File: src/rtl/tracker_gen.sv
// tracker_gen: single-clock step tracker with auto-rotating 4-digit BCD display.
//   Tracks total steps, distance, fast seconds in the first WINDOW_SEC seconds
//   and accumulated sustained high-activity time. The metric selected by the
//   current mode is converted to BCD by a sequential double-dabble engine.
// Optional feature: define TRACKER_ZERO_BLANK_EN to blank leading zeros
//   (5'h10) in modes 0, 2 and 3; the least significant digit is never blanked.
// Ports:
//   sys_clk        system clock, all state changes on its rising edge
//   reset          synchronous active-low reset
//   step_in        raw step pulse, asynchronous to sys_clk
//   pps_in         raw 1 Hz square wave, asynchronous to sys_clk
//   mode_hold      1 freezes mode rotation
//   si             total steps exceed DISP_MAX
//   mode           0 steps, 1 distance, 2 fast seconds, 3 high-activity time
//   bcd3..bcd0     display digits, bcd3 most significant
//   bcd_valid      digits reflect the currently selected value
module tracker_gen #(
    parameter int unsigned CNT_W      = 20,
    parameter int unsigned DISP_MAX   = 9999,
    parameter int unsigned HALF_LOG2  = 10,
    parameter int unsigned FAST_THR   = 32,
    parameter int unsigned WINDOW_SEC = 9,
    parameter int unsigned HIGH_THR   = 64,
    parameter int unsigned HIGH_SEC   = 60,
    parameter int unsigned MODE_SEC   = 2
) (
    input  logic       sys_clk,
    input  logic       reset,
    input  logic       step_in,
    input  logic       pps_in,
    input  logic       mode_hold,
    output logic       si,
    output logic [1:0] mode,
    output logic [4:0] bcd3,
    output logic [4:0] bcd2,
    output logic [4:0] bcd1,
    output logic [4:0] bcd0,
    output logic       bcd_valid
);

    localparam int unsigned SRC_W = $clog2(DISP_MAX + 1);
    localparam int unsigned BCD_W = 16;
    localparam int unsigned SC_W  = $clog2(SRC_W + 1);
    localparam int unsigned MS_W  = $clog2(MODE_SEC + 1);
    localparam int unsigned KEY_W = 2 + 1 + SRC_W;
    localparam logic [CNT_W-1:0] SAT = {CNT_W{1'b1}};

    typedef enum logic [1:0] {IDLE, LOAD, SHIFT, DONE} conv_state_t;

    function automatic logic [CNT_W-1:0] sat_inc(input logic [CNT_W-1:0] v);
        return (v == SAT) ? v : v + CNT_W'(1);
    endfunction

    // Double-dabble correction: add 3 to every BCD nibble that is 5 or more.
    function automatic logic [BCD_W-1:0] dd_adj(input logic [BCD_W-1:0] v);
        logic [BCD_W-1:0] r;
        r = v;
        for (int i = 0; i < 4; i++) begin
            if (r[4*i +: 4] >= 4'd5) r[4*i +: 4] = r[4*i +: 4] + 4'd3;
        end
        return r;
    endfunction

    // Input conditioning: 2-FF synchroniser, edge history, registered strobe.
    logic [2:0] step_sync, pps_sync;
    logic       step_tick, sec_tick;

    always_ff @(posedge sys_clk) begin
        if (!reset) begin
            step_sync <= '0;
            pps_sync  <= '0;
            step_tick <= 1'b0;
            sec_tick  <= 1'b0;
        end else begin
            step_sync <= {step_sync[1:0], step_in};
            pps_sync  <= {pps_sync[1:0], pps_in};
            step_tick <= step_sync[1] & ~step_sync[2];
            sec_tick  <= pps_sync[1] & ~pps_sync[2];
        end
    end

    // Metric counters.
    logic [CNT_W-1:0] total, sec_steps, sec_num, fast_cnt, run, high_total;
    logic [CNT_W-1:0] run_next, high_add;
    logic [CNT_W:0]   high_sum;
    logic [MS_W-1:0]  mode_sec;

    always_comb begin
        run_next = (sec_steps >= CNT_W'(HIGH_THR)) ? sat_inc(run) : '0;
        high_sum = {1'b0, high_total} + (CNT_W + 1)'(HIGH_SEC);
        high_add = high_sum[CNT_W] ? SAT : high_sum[CNT_W-1:0];
    end

    always_ff @(posedge sys_clk) begin
        if (!reset) begin
            total      <= '0;
            sec_steps  <= '0;
            sec_num    <= '0;
            fast_cnt   <= '0;
            run        <= '0;
            high_total <= '0;
            mode_sec   <= '0;
            mode       <= 2'd0;
            si         <= 1'b0;
        end else begin
            si <= (total > CNT_W'(DISP_MAX));
            if (step_tick) total <= sat_inc(total);
            if (sec_tick) begin
                // A step coinciding with the second boundary belongs to the new second.
                sec_steps <= step_tick ? CNT_W'(1) : '0;
                sec_num   <= sat_inc(sec_num);
                if (sec_num < CNT_W'(WINDOW_SEC) && sec_steps > CNT_W'(FAST_THR) &&
                    fast_cnt < CNT_W'(WINDOW_SEC))
                    fast_cnt <= fast_cnt + CNT_W'(1);
                run <= run_next;
                if (run_next == CNT_W'(HIGH_SEC))
                    high_total <= high_add;
                else if (run_next > CNT_W'(HIGH_SEC))
                    high_total <= sat_inc(high_total);
                if (!mode_hold) begin
                    if (mode_sec >= MS_W'(MODE_SEC - 1)) begin
                        mode     <= mode + 2'd1;
                        mode_sec <= '0;
                    end else begin
                        mode_sec <= mode_sec + MS_W'(1);
                    end
                end
            end else if (step_tick) begin
                sec_steps <= sat_inc(sec_steps);
            end
        end
    end

    // Source selection; the key also covers mode and the half-unit flag so any
    // visible change of the display content forces a fresh conversion.
    logic [CNT_W-1:0] whole_raw, sel;
    logic [6:0]       whole;
    logic             half_lsb;
    logic [SRC_W-1:0] src;
    logic [KEY_W-1:0] key, key_q;
    logic             changed;

    always_comb begin
        whole_raw = total >> (HALF_LOG2 + 1);
        whole     = (whole_raw > CNT_W'(99)) ? 7'd99 : whole_raw[6:0];
        half_lsb  = total[HALF_LOG2];
        case (mode)
            2'd0:    sel = total;
            2'd1:    sel = CNT_W'(whole);
            2'd2:    sel = fast_cnt;
            default: sel = high_total;
        endcase
        src     = (sel > CNT_W'(DISP_MAX)) ? SRC_W'(DISP_MAX) : sel[SRC_W-1:0];
        key     = {mode, (mode == 2'd1) & half_lsb, src};
        changed = (key != key_q);
    end

    // Sequential double-dabble converter.
    conv_state_t            state;
    logic                   dirty;
    logic [SRC_W-1:0]       bin;
    logic [BCD_W-1:0]       bcd_sr;
    logic [SC_W-1:0]        shift_cnt;
    logic [1:0]             conv_mode;
    logic                   conv_frac;
    logic [BCD_W+SRC_W-1:0] dd_next;
    logic [4:0]             d3, d2, d1, d0, fmt3, fmt2, fmt1, fmt0;

    assign dd_next = {dd_adj(bcd_sr), bin} << 1;

    // Final digit formatting, applied when the conversion completes.
    always_comb begin
        d3   = {1'b0, bcd_sr[15:12]};
        d2   = {1'b0, bcd_sr[11:8]};
        d1   = {1'b0, bcd_sr[7:4]};
        d0   = {1'b0, bcd_sr[3:0]};
        fmt3 = d3;
        fmt2 = d2;
        fmt1 = d1;
        fmt0 = d0;
        if (conv_mode == 2'd1) begin
            fmt3 = d1;
            fmt2 = d0;
            fmt1 = 5'h1F;
            fmt0 = conv_frac ? 5'd5 : 5'd0;
        end else begin
`ifdef TRACKER_ZERO_BLANK_EN
            if (d3 == 5'd0) begin
                fmt3 = 5'h10;
                if (d2 == 5'd0) begin
                    fmt2 = 5'h10;
                    if (d1 == 5'd0) fmt1 = 5'h10;
                end
            end
`endif
        end
    end

    always_ff @(posedge sys_clk) begin
        if (!reset) begin
            state     <= IDLE;
            dirty     <= 1'b1;
            key_q     <= '0;
            bin       <= '0;
            bcd_sr    <= '0;
            shift_cnt <= '0;
            conv_mode <= 2'd0;
            conv_frac <= 1'b0;
            bcd3      <= 5'd0;
            bcd2      <= 5'd0;
            bcd1      <= 5'd0;
            bcd0      <= 5'd0;
            bcd_valid <= 1'b0;
        end else begin
            key_q <= key;
            if (changed) begin
                dirty     <= 1'b1;
                bcd_valid <= 1'b0;
            end
            case (state)
                IDLE: begin
                    // LOAD samples the live source, so the pending change is consumed here.
                    if (dirty || changed) begin
                        dirty <= 1'b0;
                        state <= LOAD;
                    end
                end
                LOAD: begin
                    bin       <= src;
                    bcd_sr    <= '0;
                    shift_cnt <= '0;
                    conv_mode <= mode;
                    conv_frac <= (mode == 2'd1) & half_lsb;
                    state     <= SHIFT;
                end
                SHIFT: begin
                    bcd_sr    <= dd_next[SRC_W +: BCD_W];
                    bin       <= dd_next[SRC_W-1:0];
                    shift_cnt <= shift_cnt + SC_W'(1);
                    if (shift_cnt == SC_W'(SRC_W - 1)) state <= DONE;
                end
                DONE: begin
                    bcd3      <= fmt3;
                    bcd2      <= fmt2;
                    bcd1      <= fmt1;
                    bcd0      <= fmt0;
                    bcd_valid <= !dirty && !changed;
                    state     <= IDLE;
                end
                default: state <= IDLE;
            endcase
        end
    end

endmodule

File: config.mk
export PLATFORM = sky130hd
export DESIGN_NAME = tracker_gen
export DESIGN_NICKNAME = d
export VERILOG_FILES = /design/src/rtl/tracker_gen.sv
export SDC_FILE = /design/constraint.sdc
export NUM_CORES = 1
export LEC_CHECK = 0
export CORE_MARGIN = 4
export CORE_UTILIZATION = 55
export DETAILED_ROUTE_END_ITERATION = 6
export PLACE_DENSITY = 0.76
export SYNTH_ARGS = -nofsm -noshare
export SYNTH_HDL_FRONTEND = slang
export SYNTH_SLANG_ARGS = --single-unit
File: constraint.sdc
create_clock -name sys_clk -period 7.1 [get_ports sys_clk]
set_clock_uncertainty 0.1 [all_clocks]
set_input_delay 1.065 -clock sys_clk [delete_from_list [all_inputs] [get_ports sys_clk]]
set_output_delay 1.065 -clock sys_clk [all_outputs]
set_load 0.02 [all_outputs]
==> results of run 1 <==
## cell type report
class,instances,area (sq um),area share
Sequential cell,208,4160,0.356
Timing Repair Buffer,32,298,0.0254
Clock inverter,9,96.3,0.00823
Multi-Input combinational cell,1008,5990,0.512
Inverter,45,171,0.0146
Clock buffer,32,659,0.0564
Tap cell,260,325,0.0278
## worst max path at each step
stage,start,to,depth (start not counted)
floorplan,mode[0],state[0],13
global placement,mode[0],state[0],10
detailed placement,mode[0],state[0],10
CTS,mode[0],state[0],10
global route,mode[0],state[0],10
finish,mode[0],state[0],10
## logic make-up (layout without fill, tap and decap cells)
kind of cell,after synthesis,count (layout),synth area share
buffers and inverters,122,118,0.0468
DFF,208,208,0.391
and+or+nand+nor,573,573,0.262
other,1,3,0.000352
muxes,20,20,0.0189
adders and majority gates,30,30,0.0353
AOI/OAI and AO/OA,318,318,0.193
xor gates and xnor gates,64,64,0.0527
## sequential cells by signal, indices dropped and copies added, names as in the netlist, 3 cells and up
name	cells
bcd3	4
total	20
sec_steps	20
step_sync	3
fast_cnt	20
bcd_sr	16
run	20
bcd1	5
shift_cnt	4
bcd0	4
key_q	17
pps_sync	3
bcd2	4
bin	14
high_total	20
sec_num	20
## synthesized netlist by cell type, types with 3 or more instances
cell / n
nor3_1: 39
and3_1: 26
clkbuf_1: 55
nor2b_1: 10
and4_1: 9
a21o_1: 3
nor3b_1: 4
o21ai_0: 84
dfxtp_1: 208
inv_1: 45
xor2_1: 33
a221oi_1: 8
nor2_1: 160
a221o_1: 4
ha_1: 30
o22ai_1: 4
o21ai_1: 5
a31oi_1: 12
a22oi_1: 12
o31ai_1: 14
nand2_1: 144
or4_1: 3
or2_2: 7
buf_4: 6
a21oi_1: 89
o211ai_1: 10
nand4_1: 23
o21a_1: 5
o311a_1: 3
buf_2: 14
nand3_1: 46
a311oi_1: 13
mux2i_1: 19
a211oi_1: 15
xnor2_1: 31
nand2b_1: 13
nor4_1: 26
or3_1: 17
and2_1: 33
## metrics by stage
step	cells	hold slack, ns
5_1_grt	1594	0.290
3_5_place_dp	1553	0.278
2_1_floorplan	1338	0.267
6_report	1594	0.282
3_3_place_gp	1553	0.273
4_1_cts	1594	0.286
## power by group through the flow
stage | clock network, mW | logic, mW | registers [mW]
3_5_place_dp | 0 | 0.253 | 1.25
2_1_floorplan | 0 | 0.165 | 1.26
5_1_grt | 1.25 | 0.280 | 1.23
3_3_place_gp | 0 | 0.247 | 1.25
4_1_cts | 1.20 | 0.253 | 1.23
6_report | 1.18 | 0.251 | 1.23
## per-layer routing
layer  vias up  track usage  wire [um]
li1       4701            -          -
met1      4409        0.328      11900
met2       246        0.352      11000
met3        40       0.0336       1340
met4         0       0.0536        516
met5         -            0          0
==> metrics.yaml, run 1 <==
outcome:
  status: "finished, final reports clean"
setup_path:
  crit_arrival_ns: 4.44
  path_max_fanout: 31
  r2r_end: "state[0]"
  reg2reg_slack_ns: 2.96
  crit_path_start_kind: "flop"
  crit_required_ns: 7.41
  slowest_stage: "ha_1"
  cp_num_buf_inv: 1
  worstSetupEndpointType: "flop"
  r2r_cells: 10
  cpPeakStageDelay_ns: 0.83
  path_delay_family: "compound AO/OA/AOI/OAI gates"
  rr_startpoint: "mode[0]"
  crit_chain: "ha_1, inv_1, a2bb2oi_1, a2111oi_0, o211a_1, o21ai_0, a22oi_1, and4_1, a31oi_1, o221a_2"
  path_class: "flop to flop"
min_path:
  worstHoldStart: "step_sync[2]"
  hold_depth: 1
  min_to: "step_tick"
  min_path_type: "flop to flop"
drt:
  drt-initial-drc-count: 705
  antenna_left: 0
  avgRoutedWirePerCell_um: 15.5
  drc: 0
  viasPerCell: 5.89
  totalWireLength_um: 24800
  first_pass_iters: 5
  vias: 9396
grt:
  grt_max_degree: 73
  grt-ovfl-total: 0
  grt_usage: 0.225
  antenna_found_initial: 0
  grt_pass1_wl_um: 41900
  grt_pass1_vias: 8617
yosys:
  ys_ff_latch: 208
  yosysWarningCount: 0
  yosysTopAreaCell: "dfxtp_1"
  netlist_area_sq_mm: 0.0106
  avgSynthCellArea_sq_um: 7.97
  synth_area_leaders: "dfxtp_1, nor2_1, nand2_1"
  ys_types: 78
  ys.flop_type: "dfxtp_1"
  seq_area_frac_synth: 0.391
  synth_top_area_frac: 0.391
  synth_edf_count: 0
  synth_cells: 1336
  synthArstFlopShare: 0
pwr:
  p_seq_frac: 0.461
  p_per_area_mw_per_mm2: 227
  clkPwrFrac: 0.445
  swShare: 0.253
  p_switching_uw: 671
  p_leak_nw: 4.03
  p_int_mw: 1.99
  combPwrFrac: 0.094
  p_total_mw: 2.66
  vdd_drop_max_mv: 0.221
clock_network:
  clkTransAtPathRegs_ns: 0.07
  clock_latency_ns: 0.52
  cts_buffers: 23
  ctsLongestPathBuffers: 3
  post_cts_buffers: 0
  clock_sinks: 208
  ctsResizeCount: 0
  cts_hold_buffers: 0
  htreeDepth: 1
  root_buffer: "clkbuf_16"
  cts_tree: "done"
place:
  portBuffers: 25
  place_area_sq_mm: 0.0109
  gp_congestion: 0.890
  hpwl_um: 17000
  place_ws_ns: 3.06
sta:
  worst_slew_pin_slew_ns: 1.13
  fin_ws_ns: 2.96
  tns_ns: 0
  hold_viol: 0
  slew_headroom: 0.242
  final-setup-viol-count: 0
  period_share: 0.582
  fin_crit_ns: 4.14
  maxSlewViolCount: 0
  rsz0062_at_grt: "false"
  fmax_mhz: 242
floorplan:
  core-area_sq_mm: 0.0189
  die_h_um: 147
  start_util: 0.563
  rows: 50
  die_w_um: 147
  ioPinCount: 29
  fp.dieArea_sq_mm: 0.0216
layout:
  area_growth_pct: 9.96
  final_util: 0.619
  nNetsFinal: 1353
  drive_above_1_share: 0.0510
  num_antenna_cells: 0
  mostFrequentLayoutCells: "dfxtp_1, nor2_1, nand2_1"
  fill_cells: 1705
  design_area_sq_mm: 0.0117
  final_common_cell: "dfxtp_1"
job:
  drv_cap: 0
Note: power is estimated with default switching activity, not from simulation.
==> run 2: changes to the inputs <==
==> constraint.sdc (replaced) <==
create_clock -name sys_clk -period 4.17 [get_ports sys_clk]
set_clock_uncertainty 0.1 [all_clocks]
set_input_delay 0.6255 -clock sys_clk [delete_from_list [all_inputs] [get_ports sys_clk]]
set_output_delay 0.6255 -clock sys_clk [all_outputs]
set_load 0.02 [all_outputs]
==> metrics.yaml, run 2 (same netlist as run 1, synthesis figures left out) <==
clock_network:
  cts_tree: "done"
  cts_buffers: 23  # unchanged
  htreeDepth: 1  # unchanged
  clock_sinks: 208  # unchanged
  ctsLongestPathBuffers: 3  # unchanged
  clock_latency_ns: 0.51  # about the same
  root_buffer: "clkbuf_16"
  clkTransAtPathRegs_ns: 0.06  # about the same
  cts_hold_buffers: 0  # unchanged
grt:
  grt-ovfl-total: 0  # unchanged
  antenna_found_initial: 0  # unchanged
  grt_max_degree: 66  # -9.6%
  grt_usage: 0.225  # +0.000552
  grt_pass1_vias: 8519  # -1.1%
  grt_pass1_wl_um: 42000  # +0.35%
sta:
  period_share: 0.941  # +0.359
  worst_slew_pin_slew_ns: 1.12  # -0.0170 ns
  final-setup-viol-count: 0  # unchanged
  rsz0062_at_grt: "false"
  tns_ns: 0  # unchanged
  hold_viol: 0  # unchanged
  maxSlewViolCount: 0  # unchanged
  fin_crit_ns: 3.92  # -0.211 ns
  slew_headroom: 0.253  # +0.0114
  fmax_mhz: 255  # +5.4%
floorplan:
  die_h_um: 147  # unchanged
  core-area_sq_mm: 0.0189  # unchanged
  start_util: 0.563  # unchanged
  die_w_um: 147  # unchanged
  ioPinCount: 29  # unchanged
  fp.dieArea_sq_mm: 0.0216  # unchanged
  rows: 50  # unchanged
layout:
  mostFrequentLayoutCells: "dfxtp_1, nor2_1, nand2_1"
  drive_above_1_share: 0.0574  # +0.00640
  fill_cells: 1692  # -0.76%
  num_antenna_cells: 0  # unchanged
  final_common_cell: "dfxtp_1"
  design_area_sq_mm: 0.0118  # +0.85%
  nNetsFinal: 1362  # +0.67%
  area_growth_pct: 10.9
place:
  hpwl_um: 16900  # -0.21%
  place_area_sq_mm: 0.0110  # +0.55%
  portBuffers: 25  # unchanged
  gp_congestion: 0.906  # +1.9%
setup_path:
  crit_arrival_ns: 4.22  # -0.22 ns
  slowest_stage: "o211ai_1"
  cpPeakStageDelay_ns: 0.54  # -0.29 ns
  worstSetupEndpointType: "flop"
  cp-startpoint: "mode[0]"
  crit_path_end: "state[0]"
  path_delay_family: "compound AO/OA/AOI/OAI gates"
  reg2reg_slack_ns: 0.25  # -2.72 ns
  crit_chain: "inv_1, ha_1, a221o_1, a211oi_1, nand4_1, o211ai_1, o21ai_0, a22oi_1, and4_1, a31oi_1, o221a_2"
  cp_num_buf_inv: 1  # unchanged
  r2r_cells: 11  # +1
  path_max_fanout: 16  # -48%
  r2r_end: "state[0]"
  crit_required_ns: 4.47  # -2.94 ns
  path_depth: 11  # +1
  crit_path_start_kind: "flop"
  path_class: "flop to flop"
  rr_startpoint: "mode[0]"
drt:
  viasPerCell: 5.85  # -0.69%
  drt-initial-drc-count: 706  # +0.14%
  vias: 9378  # -0.19%
  first_pass_iters: 5  # unchanged
  antenna_left: 0  # unchanged
  avgRoutedWirePerCell_um: 15.4  # -0.91%
  drc: 0  # unchanged
  totalWireLength_um: 24700  # -0.41%
min_path:
  min_path_type: "flop to flop"
outcome:
  status: "finished, final reports clean"
job:
  drv_cap: 0  # unchanged
pwr:
  p_per_area_mw_per_mm2: 391  # +72%
  p_leak_nw: 4.11  # +1.8%
  vdd_drop_max_mv: 0.270  # +22%
## run 2: timing repair
item | in CTS | in global routing
setup buffers | 0 | 1
setup endpoints to repair | 0 | 2
gates resized for setup | 0 | 2
## run 2: power breakdown
| group | switching [mW] | internal (mW) | total [mW] |
|---|---|---|---|
| logic | 0.268 | 0.159 | 0.427 |
| registers | 0.0375 | 2.05 | 2.09 |
| clock network | 0.790 | 1.31 | 2.10 |
| total | 1.10 | 3.52 | 4.61 |
## run 2: worst register-to-register path, stage by stage (launching register included)
cell	delay, ns
dfxtp_1	0.47
inv_1	0.12
ha_1	0.39
a221o_1	0.37
a211oi_1	0.45
nand4_1	0.31
o211ai_1	0.54
o21ai_0	0.17
a22oi_1	0.21
and4_1	0.26
a31oi_1	0.14
o221a_2	0.27
## run 2: worst min-delay path by stage
stage | from | end | cells past startpoint
2_1_floorplan | pps_sync[2] | sec_tick | 1
3_3_place_gp | pps_sync[2] | sec_tick | 1
3_5_place_dp | pps_sync[2] | sec_tick | 1
4_1_cts | pps_sync[2] | sec_tick | 1
5_1_grt | pps_sync[2] | sec_tick | 1
6_report | step_sync[2] | step_tick | 1
## run 2: layer usage
layer,up-vias,track usage,part of all wire,wire [um]
met5,-,0,0,0
met4,0,0.0466,0.015,371
met3,38,0.0389,0.065,1610
met2,259,0.349,0.44,11000
met1,4352,0.332,0.48,11700
li1,4729,-,-,-
## run 2: stage by stage
stage / util / power [mW] / std cells / hold WS (ns) / worst slack [ns]
CTS: 0.624 / 4.65 / 1601 / 0.286 / 0.164
floorplan: - / 2.43 / 1338 / 0.267 / 0.786
detailed placement: 0.583 / 2.55 / 1561 / 0.278 / 0.176
global route: 0.625 / 4.79 / 1602 / 0.295 / 0.00854
global placement: 0.583 / 2.55 / 1561 / 0.271 / 0.402
finish: 0.625 / 4.61 / 1602 / 0.283 / 0.246
## run 2: layout make-up
type | count | area (sq um) | area share
multi-input cells | 1008 | 5990 | 0.507
well taps | 260 | 325 | 0.0276
flip-flops and latches | 208 | 4160 | 0.353
inverters | 45 | 171 | 0.0145
clock inverters | 10 | 154 | 0.0130
repair buffers | 41 | 365 | 0.0310
clock buffers | 30 | 632 | 0.0535
